File: config.mk
export PLATFORM = sky130hd
export DESIGN_NAME = tlp_route_demux_flat
export DESIGN_NICKNAME = d
export VERILOG_FILES = /design/src/rtl/tlp_route_demux_if.sv /design/src/rtl/tlp_route_demux.sv /design/src/flat_wrapper.sv
export SDC_FILE = /design/constraint.sdc
export NUM_CORES = 2
export LEC_CHECK = 0
export ABC_AREA = 1
export CAP_MARGIN = 20
export CORE_AREA = 4 4 753 755
export CTS_CLUSTER_DIAMETER = 30
export CTS_CLUSTER_SIZE = 40
export DETAILED_ROUTE_END_ITERATION = 6
export DIE_AREA = 0 0 757 759
export PLACE_DENSITY = 0.3
export SLEW_MARGIN = 20
export SYNTH_ARGS = -nofsm -noshare
export SYNTH_HDL_FRONTEND = slang
export SYNTH_SLANG_ARGS = --single-unit
File: constraint.sdc
create_clock -name clk -period 2.8 [get_ports clk]
set_input_delay 0.56 -clock clk [delete_from_list [all_inputs] [get_ports clk]]
set_output_delay 0.56 -clock clk [all_outputs]
set_load 0.05 [all_outputs]
File: src/rtl/tlp_route_demux_if.sv
// Ingress/egress TLP stream bundle for tlp_route_demux.
//   in_*      : single ingress stream (data, header, sop/eop, valid/ready)
//   out_*     : PORTS egress streams, port p at slice [p*W +: W]
//   slave     : seen by the demux; master : seen by the source/sinks
interface tlp_route_demux_if #(
    parameter int unsigned PORTS        = 4,
    parameter int unsigned HEADER_SIZE  = 128,
    parameter int unsigned PAYLOAD_SIZE = 256
);
    logic [PAYLOAD_SIZE-1:0]       in_data;
    logic [HEADER_SIZE-1:0]        in_hdr;
    logic                          in_sop;
    logic                          in_eop;
    logic                          in_valid;
    logic                          in_ready;

    logic [PORTS*PAYLOAD_SIZE-1:0] out_data;
    logic [PORTS*HEADER_SIZE-1:0]  out_hdr;
    logic [PORTS-1:0]              out_sop;
    logic [PORTS-1:0]              out_eop;
    logic [PORTS-1:0]              out_valid;
    logic [PORTS-1:0]              out_ready;

    modport master (
        output in_data, in_hdr, in_sop, in_eop, in_valid,
        input  in_ready,
        input  out_data, out_hdr, out_sop, out_eop, out_valid,
        output out_ready
    );

    modport slave (
        input  in_data, in_hdr, in_sop, in_eop, in_valid,
        output in_ready,
        output out_data, out_hdr, out_sop, out_eop, out_valid,
        input  out_ready
    );
endinterface

File: src/rtl/tlp_route_demux.sv
// Packet-atomic TLP demultiplexer: steers whole TLPs from one ingress stream to
// PORTS egress streams (2..4) chosen by the fmt/type byte of the SOP header.
// Each egress port has its own registered output stage with valid/ready.
//   clk, rst_n : clock, asynchronous active-low reset
//   bus        : tlp_route_demux_if.slave (ingress in_*, egress out_*)
//   enable     : admit new packets (in-flight packets always complete)
//   drop_cnt   : saturating count of dropped packets and orphan beats
// Optional feature: define TLP_DEMUX_DROP_EN to discard "other" TLPs (class 3)
// when PORTS < 4 instead of routing them to port PORTS-1.
module tlp_route_demux #(
    parameter int unsigned PORTS        = 4,
    parameter int unsigned DOUBLE_WORD  = 32,
    parameter int unsigned HEADER_SIZE  = 4 * DOUBLE_WORD,
    parameter int unsigned PAYLOAD_SIZE = 8 * DOUBLE_WORD
) (
    input  logic                clk,
    input  logic                rst_n,
    tlp_route_demux_if.slave    bus,
    input  logic                enable,
    output logic [15:0]         drop_cnt
);

    localparam int unsigned SEL_W = (PORTS > 2) ? 2 : 1;

`ifdef TLP_DEMUX_DROP_EN
    localparam bit DROP_EN = 1'b1;
`else
    localparam bit DROP_EN = 1'b0;
`endif

    typedef enum logic [1:0] {
        IDLE = 2'd0,
        BUSY = 2'd1,
        DROP = 2'd2
    } state_t;

    state_t             state_q, state_d;
    logic [SEL_W-1:0]   sel_q, sel_d;

    logic [1:0]         cls_c;
    logic [SEL_W-1:0]   tgt_c;
    logic               drop_pkt_c;
    logic               ready_c;
    logic               fwd_c;
    logic               hdr_load_c;
    logic [SEL_W-1:0]   fwd_port_c;
    logic               drop_inc_c;

    // fmt = ft[7:5], type = ft[4:0]
    function automatic logic [1:0] tlp_class(input logic [7:0] ft);
        if (ft[4:0] == 5'b00000 && ft[7:6] == 2'b00) return 2'd0;
        if (ft[4:0] == 5'b00000 && ft[7:6] == 2'b01) return 2'd1;
        if (ft[4:0] == 5'b01010)                     return 2'd2;
        return 2'd3;
    endfunction

    // Classification of the live header; only meaningful on an IDLE SOP beat.
    always_comb begin
        cls_c      = tlp_class(bus.in_hdr[31:24]);
        tgt_c      = (32'(cls_c) < PORTS) ? SEL_W'(cls_c) : SEL_W'(PORTS - 1);
        drop_pkt_c = DROP_EN && (PORTS < 4) && (cls_c == 2'd3);
    end

    // Next-state, ingress ready and forwarding decisions.
    always_comb begin
        state_d    = state_q;
        sel_d      = sel_q;
        ready_c    = 1'b0;
        fwd_c      = 1'b0;
        hdr_load_c = 1'b0;
        fwd_port_c = sel_q;
        drop_inc_c = 1'b0;
        unique case (state_q)
            IDLE: begin
                if (!bus.in_sop) begin
                    // Orphan beat: swallowed and counted.
                    ready_c    = enable;
                    drop_inc_c = bus.in_valid && enable;
                end else if (drop_pkt_c) begin
                    ready_c = enable;
                    if (bus.in_valid && enable) begin
                        drop_inc_c = 1'b1;
                        if (!bus.in_eop) state_d = DROP;
                    end
                end else begin
                    ready_c = enable && (!bus.out_valid[tgt_c] || bus.out_ready[tgt_c]);
                    if (bus.in_valid && ready_c) begin
                        fwd_c      = 1'b1;
                        hdr_load_c = 1'b1;
                        fwd_port_c = tgt_c;
                        sel_d      = tgt_c;
                        if (!bus.in_eop) state_d = BUSY;
                    end
                end
            end
            BUSY: begin
                // enable ignored so an in-flight packet always completes.
                ready_c = !bus.out_valid[sel_q] || bus.out_ready[sel_q];
                if (bus.in_valid && ready_c) begin
                    fwd_c = 1'b1;
                    if (bus.in_eop) state_d = IDLE;
                end
            end
            DROP: begin
                ready_c = 1'b1;
                if (bus.in_valid && bus.in_eop) state_d = IDLE;
            end
            default: state_d = IDLE;
        endcase
    end

    assign bus.in_ready = rst_n && ready_c;

    // FSM state and latched port.
    always_ff @(posedge clk or negedge rst_n) begin
        if (!rst_n) begin
            state_q <= IDLE;
            sel_q   <= '0;
        end else begin
            state_q <= state_d;
            sel_q   <= sel_d;
        end
    end

    // Saturating drop counter.
    always_ff @(posedge clk or negedge rst_n) begin
        if (!rst_n) begin
            drop_cnt <= '0;
        end else if (drop_inc_c && drop_cnt != 16'hFFFF) begin
            drop_cnt <= drop_cnt + 16'd1;
        end
    end

    // Per-port egress registers; the header is taken from the SOP beat only
    // and held for the remaining beats of the packet.
    always_ff @(posedge clk or negedge rst_n) begin
        if (!rst_n) begin
            bus.out_valid <= '0;
            bus.out_sop   <= '0;
            bus.out_eop   <= '0;
            bus.out_data  <= '0;
            bus.out_hdr   <= '0;
        end else begin
            for (int unsigned p = 0; p < PORTS; p++) begin
                if (fwd_c && (fwd_port_c == SEL_W'(p))) begin
                    bus.out_valid[p] <= 1'b1;
                    bus.out_sop[p]   <= hdr_load_c;
                    bus.out_eop[p]   <= bus.in_eop;
                    bus.out_data[p*PAYLOAD_SIZE +: PAYLOAD_SIZE] <= bus.in_data;
                    if (hdr_load_c) begin
                        bus.out_hdr[p*HEADER_SIZE +: HEADER_SIZE] <= bus.in_hdr;
                    end
                end else if (bus.out_ready[p]) begin
                    bus.out_valid[p] <= 1'b0;
                end
            end
        end
    end

endmodule

File: src/flat_wrapper.sv
// flat-port wrapper written by rule: the top's interface ports become plain ports
module tlp_route_demux_flat 
#(
    parameter int unsigned PORTS        = 4,
    parameter int unsigned DOUBLE_WORD  = 32,
    parameter int unsigned HEADER_SIZE  = 4 * DOUBLE_WORD,
    parameter int unsigned PAYLOAD_SIZE = 8 * DOUBLE_WORD
)
  (clk, rst_n, enable, drop_cnt, bus_in_data, bus_in_hdr, bus_in_sop, bus_in_eop, bus_in_valid, bus_in_ready, bus_out_data, bus_out_hdr, bus_out_sop, bus_out_eop, bus_out_valid, bus_out_ready);
  tlp_route_demux_if #(.PORTS(PORTS), .HEADER_SIZE(HEADER_SIZE), .PAYLOAD_SIZE(PAYLOAD_SIZE)) bus_i ();
  input  logic clk;
  input  logic rst_n;
  input  logic enable;
  output logic [15:0] drop_cnt;
  input wire logic [$bits(bus_i.in_data)-1:0] bus_in_data;
  input wire logic [$bits(bus_i.in_hdr)-1:0] bus_in_hdr;
  input wire logic [$bits(bus_i.in_sop)-1:0] bus_in_sop;
  input wire logic [$bits(bus_i.in_eop)-1:0] bus_in_eop;
  input wire logic [$bits(bus_i.in_valid)-1:0] bus_in_valid;
  output wire logic [$bits(bus_i.in_ready)-1:0] bus_in_ready;
  output wire logic [$bits(bus_i.out_data)-1:0] bus_out_data;
  output wire logic [$bits(bus_i.out_hdr)-1:0] bus_out_hdr;
  output wire logic [$bits(bus_i.out_sop)-1:0] bus_out_sop;
  output wire logic [$bits(bus_i.out_eop)-1:0] bus_out_eop;
  output wire logic [$bits(bus_i.out_valid)-1:0] bus_out_valid;
  input wire logic [$bits(bus_i.out_ready)-1:0] bus_out_ready;
  assign bus_i.in_data = bus_in_data;
  assign bus_i.in_hdr = bus_in_hdr;
  assign bus_i.in_sop = bus_in_sop;
  assign bus_i.in_eop = bus_in_eop;
  assign bus_i.in_valid = bus_in_valid;
  assign bus_in_ready = bus_i.in_ready;
  assign bus_out_data = bus_i.out_data;
  assign bus_out_hdr = bus_i.out_hdr;
  assign bus_out_sop = bus_i.out_sop;
  assign bus_out_eop = bus_i.out_eop;
  assign bus_out_valid = bus_i.out_valid;
  assign bus_i.out_ready = bus_out_ready;
  tlp_route_demux #(.PORTS(PORTS), .DOUBLE_WORD(DOUBLE_WORD), .HEADER_SIZE(HEADER_SIZE), .PAYLOAD_SIZE(PAYLOAD_SIZE)) u_core (.clk(clk), .rst_n(rst_n), .bus(bus_i), .enable(enable), .drop_cnt(drop_cnt));
endmodule
; ---- Word-level counts from Yosys, hierarchy flattened
; Cells that the tools add are included.
[classes]
n_addsub = 1
n_lt_le_gt_ge = 2
eq_ne = 14
mux = 47
n_reduce_logical = 30
[op_table]
columns = cell, count
row1 = $mux W2, 15
row2 = $mux W1, 25
row3 = $add A16 B1 Y16 const B, 1
row4 = $ne A16 B16 Y1 const B, 1
row5 = $logic_and A1 B1 Y1, 13
row6 = $bmux W1 S2, 4
row7 = $reduce_and A2 Y1, 4
row8 = $reduce_bool A2 Y1, 4
row9 = $eq A2 B1 Y1 const B, 3
row10 = $eq A2 B2 Y1 const B, 3
row11 = $logic_not A2 Y1, 3
row12 = $lt A2 B3 Y1 const B, 2
row13 = $ne A2 B1 Y1 const B, 3
row14 = $ne A2 B2 Y1 const B, 3
row15 = $pmux W2 S3, 1
row16 = $reduce_and A6 Y1, 1
row17 = $eq A5 B4 Y1 const B, 1
row18 = $logic_not A5 Y1, 1
row19 = $pmux W1 S3, 1
row20 = $logic_not A1 Y1, 2
row21 = $logic_or A1 B1 Y1, 2
row22 = $pmux W1 S2, 1
[word_totals]
regBits = 1568
input_bits = 394
out_inout_bits = 1565
elab_cells = 117

; ---- Depth between registers and ports, before layout
[logic_depth]
word_depth = 21
mapped_depth = 18
depth_no_buf = 14

; ---- Worst setup path before layout
; OpenSTA, ideal clock, no wires.
[synth_timing]
kind = input to output
start = in bus_in_hdr[26]
end = out bus_in_ready
arrival_time_ns = 1.989
t_required_ns = 2.240
setup_slack_ns = 0.251
cell_stages = 9
path_buffers = 0
path_cell_list = nor2_4 -> inv_2 -> nor2_2 -> inv_2 -> nand2_1 -> nand2_1 -> nand2_2 -> o21ai_0 -> a21oi_1
[synth_via]
elab_chain_cells = 15
word_cells_on_any_way = 25
classes_between = eq/ne: 1 / mux: 17 / reduce/logical: 7
[synth_rtl]
columns = element, line_no
row1 = from (decl), flat_wrapper.sv:16  ; input wire logic [$bits(bus_i.in_hdr)-1:0] bus_in_hdr;
row2 = $eq A5 B4 Y1 or $logic_not A5 Y1 (tied branches), "tlp_route_demux.sv:53, tlp_route_demux.sv:51, tlp_route_demux.sv:52"
row3 = $mux W1 or $logic_and A1 B1 Y1 (tied branches), "tlp_route_demux.sv:53, tlp_route_demux.sv:52"
row4 = $mux W1 or $mux W2 (tied branches), "tlp_route_demux.sv:53, tlp_route_demux.sv:52"
row5 = $mux W1 or $mux W2 (tied branches), "tlp_route_demux.sv:52, tlp_route_demux.sv:53"
row6 = $mux W2, tlp_route_demux.sv:54  ; return 2'd3;
row7 = $mux W2, tlp_route_demux.sv:53  ; if (ft[4:0] == 5'b01010) return 2'd2;
row8 = $mux W2 (*), tlp_route_demux.sv:52  ; if (ft[4:0] == 5'b00000 && ft[7:6] == 2'b01) return 2'd1;
row9 = $bmux W1 S2, tlp_route_demux.sv:86  ; ready_c = enable && (!bus.out_valid[tgt_c] || bus.out_ready[tgt_c]);
row10 = $mux W1 (implied by the code), tlp_route_demux.sv:86
row11 = $logic_not A1 Y1, tlp_route_demux.sv:86
row12 = $logic_or A1 B1 Y1 (*), tlp_route_demux.sv:86
row13 = $logic_and A1 B1 Y1 (*), tlp_route_demux.sv:86
row14 = $mux W1 (*), tlp_route_demux.sv:75  ; if (!bus.in_sop) begin
row15 = $pmux W1 S3 (*), tlp_route_demux.sv:73  ; unique case (state_q)
row16 = $logic_and A1 B1 Y1 (*), tlp_route_demux.sv:112  ; assign bus.in_ready = rst_n && ready_c;
row17 = to (decl), flat_wrapper.sv:20  ; output wire logic [$bits(bus_i.in_ready)-1:0] bus_in_ready;
; Mark *: on every way between the ends. The rest lies on a longest branch, timed or not. The select of a mux whose other input is x is not followed.

; ---- Worst setup path after layout
[layout_timing]
start = reg u_core.bus.out_valid[2]
end = out bus_in_ready
[layout_via]
elab_chain_cells = 8
word_cells_on_any_way = 12
classes_between = mux: 6 / reduce/logical: 6
[layout_rtl]
columns = element, line_no
row1 = from (decl), tlp_route_demux_if.sv:34  ; output out_data, out_hdr, out_sop, out_eop, out_valid,
row2 = from (signal assigned), tlp_route_demux.sv:138  ; bus.out_valid <= '0;
row3 = "from (signal, indexed assignment)", tlp_route_demux.sv:146  ; bus.out_valid[p] <= 1'b1;
row4 = "from (signal, indexed assignment)", tlp_route_demux.sv:154  ; bus.out_valid[p] <= 1'b0;
row5 = $bmux W1 S2, tlp_route_demux.sv:86
row6 = $mux W1 (implied by the code), tlp_route_demux.sv:86
row7 = $logic_not A1 Y1, tlp_route_demux.sv:86
row8 = $logic_or A1 B1 Y1, tlp_route_demux.sv:86
row9 = $logic_and A1 B1 Y1, tlp_route_demux.sv:86
row10 = $mux W1, tlp_route_demux.sv:75
row11 = $pmux W1 S3 (*), tlp_route_demux.sv:73
row12 = $logic_and A1 B1 Y1 (*), tlp_route_demux.sv:112
; Marks and branches as above.

==> out/metrics.yaml <==
placement:
  port_buffers: 1958
  gp_congestion: 0.876
  estimated_wirelength_of_the_detail_placed_design_um: 316000
global_route:
  grt_antenna_before_repair: 67
  grt_util_all_layers_pct: 13.4
  grt.met2_usage_pct: 22.5
  via_count_of_the_first_global_routing_pass: 56900
  met3_usage_pct: 6.08
  global_route.usage.met1_pct: 15.2
  grt_first_pass_wirelength_um: 532000
  grt_most_used_layer: "met2"
  grt_max_degree: 118
  globalRoute.totalOverflow: 0
power_and_ir_drop:
  combinationalPowerShare_pct: 45.3
  switching_share_pct: 47.7
  power-per-cell-area_nw_per_um2: 1640
  p_clk_share_pct: 32.9
  power_switching_uw: 84800
  vdd_drop_max_mv: 0.884
  power_frac_seq_pct: 21.9
  cell_internal_pwr_uw: 92900
  total_power_uw: 178000
  leakage_uw: 0.0538
worst_setup_path:
  critical_path_arrival_ps: 2450
  crit_path_start: "u_core.bus.out_valid[2]"
  startpoint_types: "flop"
  setup.worst_path.end_class: "primary output"
  criticalPathCategory: "flop to primary output"
  critPathRequiredTime_ps: 2240
  max_fo_critical_path: 3
  timing.rr.start: "u_core.bus.out_valid[2]"
detailed_routing:
  drt_first_iter_violations: 3469
  wl_per_cell_um: 25.6
  ant_nets: 0
  avgViaCountPerCell: 3.35
  routed_wirelength_um: 416000
  route.vias.total: 54500
  detail_route.drc_violations: 0
  drt_pre_antenna_iters: 5
yosys:
  syn_nets: 6225
  synthXorXnorAreaFrac_pct: 0.224
  synth.area.mux_share_pct: 0
  synth_cells: 5830
  post_synth_fa_ha_maj_area_fraction_pct: 0.0213
  synth.cell_area_um2: 58600
  yosys_register_bits: 1567
  synth_simple_gate_area_share_pct: 15.0
  synth-seq-area-share_pct: 66.9
  syn_area_per_cell_um2: 10.1
  synth_cell_type_count: 29
  share_of_the_synthesized_area_in_compound_gates_ao_oa_aoi_oai_pct: 11.6
  largest_family_of_logic_cells_by_synthesized_area: "simple AND/OR/NAND/NOR gates"
  synth-warning-count: 0
cts:
  clockBufferDepth: 4
  clock-sinks: 1567
  cts_root_buf: "clkbuf_16"
  clk_pin_slew_worst_paths_ps: 40
  clk_latency_ps: 1010
  htreeDepth: 6
  cts_inserted_buffers: 536
  cts_tree: "done"
timing:
  setup_viol_count_final: 1
  clock.fmax_mhz: 332
  postLayoutSetupSlackWorst_ps: -213
  timing_hold_violations_final: 0
  worstMarginPinSlew_ps: 885
  rsz0062_at_grt: "true"
  post-route-min-period_ps: 3010
  min_period_over_period_pct: 108
  fin_worst_skew_ps: 84.6
  setup-tns-final_ps: -213
  max_slew_margin_pct: 41.0
  final-max-slew-violation-count: 0
floorplan:
  num_io_pins: 1959
  core-area_um2: 560000
  initial_utilization_pct: 10.5
  dieArea_um2: 575000
  row_count: 275
  die_h_um: 759
  die_width_um: 757
min_path:
  hp-start: "bus_in_data[32]"
  kind_of_path_behind_the_tightest_hold_check: "input port to flop"
status:
  outcome: "finished, violations left"
  violations: "negative setup slack"
layout:
  num-nets-final: 8773
  layout-area-overhead-vs-synth_pct: 84.3
  fillers: 62000
  share_of_layout_cells_above_drive_strength_1_pct: 18.6
run:
  max_cap_viol_count: 0
## through the flow
step	hold slack [ps]	instance area (µm²)	util (%)	setup slack, ps	instances
after floorplan	264	58600	-	251	5830
after global placement	453	89000	15.9	-791	15200
after detailed placement	454	89000	15.9	-729	15200
after CTS	39.3	106000	18.9	-388	16200
after global routing	104	108000	19.3	-391	16300
final	186	108000	19.3	-213	16300
## area by class of cell
type	instances	area, µm²	share of cell area [%]
Antenna cell	16	40.0	0.0370
Clock buffer	760	15600	14.4
Clock inverter	189	2250	2.08
Inverter	428	1630	1.51
Multi-Input combinational cell	3446	16200	15.0
Sequential cell	1567	39200	36.3
Tap cell	7479	9360	8.66
Timing Repair Buffer	2399	23800	22.1
## cells in the final DEF, fill, tap and decap left out, types with 14 or more instances in the layout
| master | netlist | layout |
|---|---|---|
| clkbuf_8 | 0 | 126 |
| inv_1 | 424 | 420 |
| clkinv_2 | 0 | 116 |
| clkbuf_1 | 138 | 94 |
| o21ai_2 | 100 | 118 |
| clkbuf_16 | 0 | 587 |
| buf_16 | 0 | 29 |
| buf_6 | 44 | 41 |
| o21ai_0 | 779 | 699 |
| nand2_1 | 1843 | 1779 |
| diode_2 | 0 | 16 |
| o21ai_1 | 401 | 463 |
| bufinv_16 | 0 | 24 |
| nand2_2 | 9 | 56 |
| buf_4 | 19 | 320 |
| clkinv_16 | 0 | 14 |
| dfrtp_1 | 1567 | 1566 |
| buf_12 | 0 | 100 |
| dlygate4sd2_1 | 0 | 1433 |
| nand4_1 | 255 | 255 |
| clkdlybuf4s50_1 | 0 | 392 |
## synth_stat cells (all sizes together)
master / number / share of area (%)
a21oi: 1 / 0.0085
buf: 252 / 2.7
clkbuf: 138 / 0.88
dfrtp: 1567 / 67
ha: 1 / 0.021
inv: 428 / 2.7
nand2: 1852 / 12
nand3: 12 / 0.11
nand3b: 2 / 0.026
nand4: 256 / 2.7
nor2: 20 / 0.18
nor3: 3 / 0.026
nor4: 1 / 0.011
o21ai: 1280 / 12
o22ai: 1 / 0.011
or2: 1 / 0.011
xnor2: 6 / 0.090
xor2: 9 / 0.13
## power by group through the flow
stage / sequential [µW] / clock, µW / combinational, µW
final: 38900 / 58400 / 80500
after detailed placement: 39300 / 0 / 84100
after global placement: 39200 / 0 / 84000
after CTS: 38900 / 59800 / 79000
after floorplan: 71700 / 0 / 13500
after global routing: 40100 / 61200 / 85100
## critical path, cell delays in order, from the launching register on
cell and delay [ps]:
dfrtp_1 380, inv_2 80, nor2_4 40, buf_12 130, inv_8 60, nand2_4 40
nand2_4 50, nand2_2 50, nand2_2 80, buf_6 100, o21ai_2 50, a21oi_2 210
buf_12 170
## metal layers
metal / routed length (µm) / vias to the layer above
met5: 232 / -
met4: 12500 / 38
met2: 197000 / 2347
met1: 164000 / 27100
li1: - / 24400
met3: 42800 / 596
## worst paths after layout
kind / to / slack, ps / cells past startpoint
max in group asynchronous: u_core.bus.out_data[863] / 1180 / 4
worst min register to register: u_core.bus.out_hdr[284] / 460 / 2
worst min-delay path: u_core.bus.out_data[800] / 190 / 3
min in group asynchronous: u_core.bus.out_data[241] / 220 / 2
worst max-delay path: bus_in_ready / -210 / 12
worst max register to register: u_core.bus.out_data[646] / 50 / 20
## registers in the layout, indices dropped and copies added (netlist names)
name / cells
u_core.bus.out_hdr: 512
u_core.bus.out_data: 1024
u_core.bus.out_eop: 4
u_core.drop_cnt: 16
u_core.bus.out_valid: 4
u_core.sel_q: 2
u_core.state_q: 1
u_core.bus.out_sop: 4
## kinds of logic (layout without fill, tap and decap cells)
family	count (synthesis)	in the layout
and+or+nand+nor	2147	2148
DFF	1567	1567
AOI/OAI and AO/OA	1282	1282
buffers and inverters	818	3776
xor gates and xnor gates	15	15
adders and majority gates	1	1
other	0	16
## repair_timing
action / CTS / global route
hold buffers: 1 / 0
buffers inserted: 23 / 40
gates cloned: 9 / 59
setup endpoints to repair: 1517 / 882
endpoints found under the hold margin: 511 / 0
gates resized for setup: 1518 / 254
pin swaps: 10 / 19
Note: power is estimated with default switching activity, not from simulation.
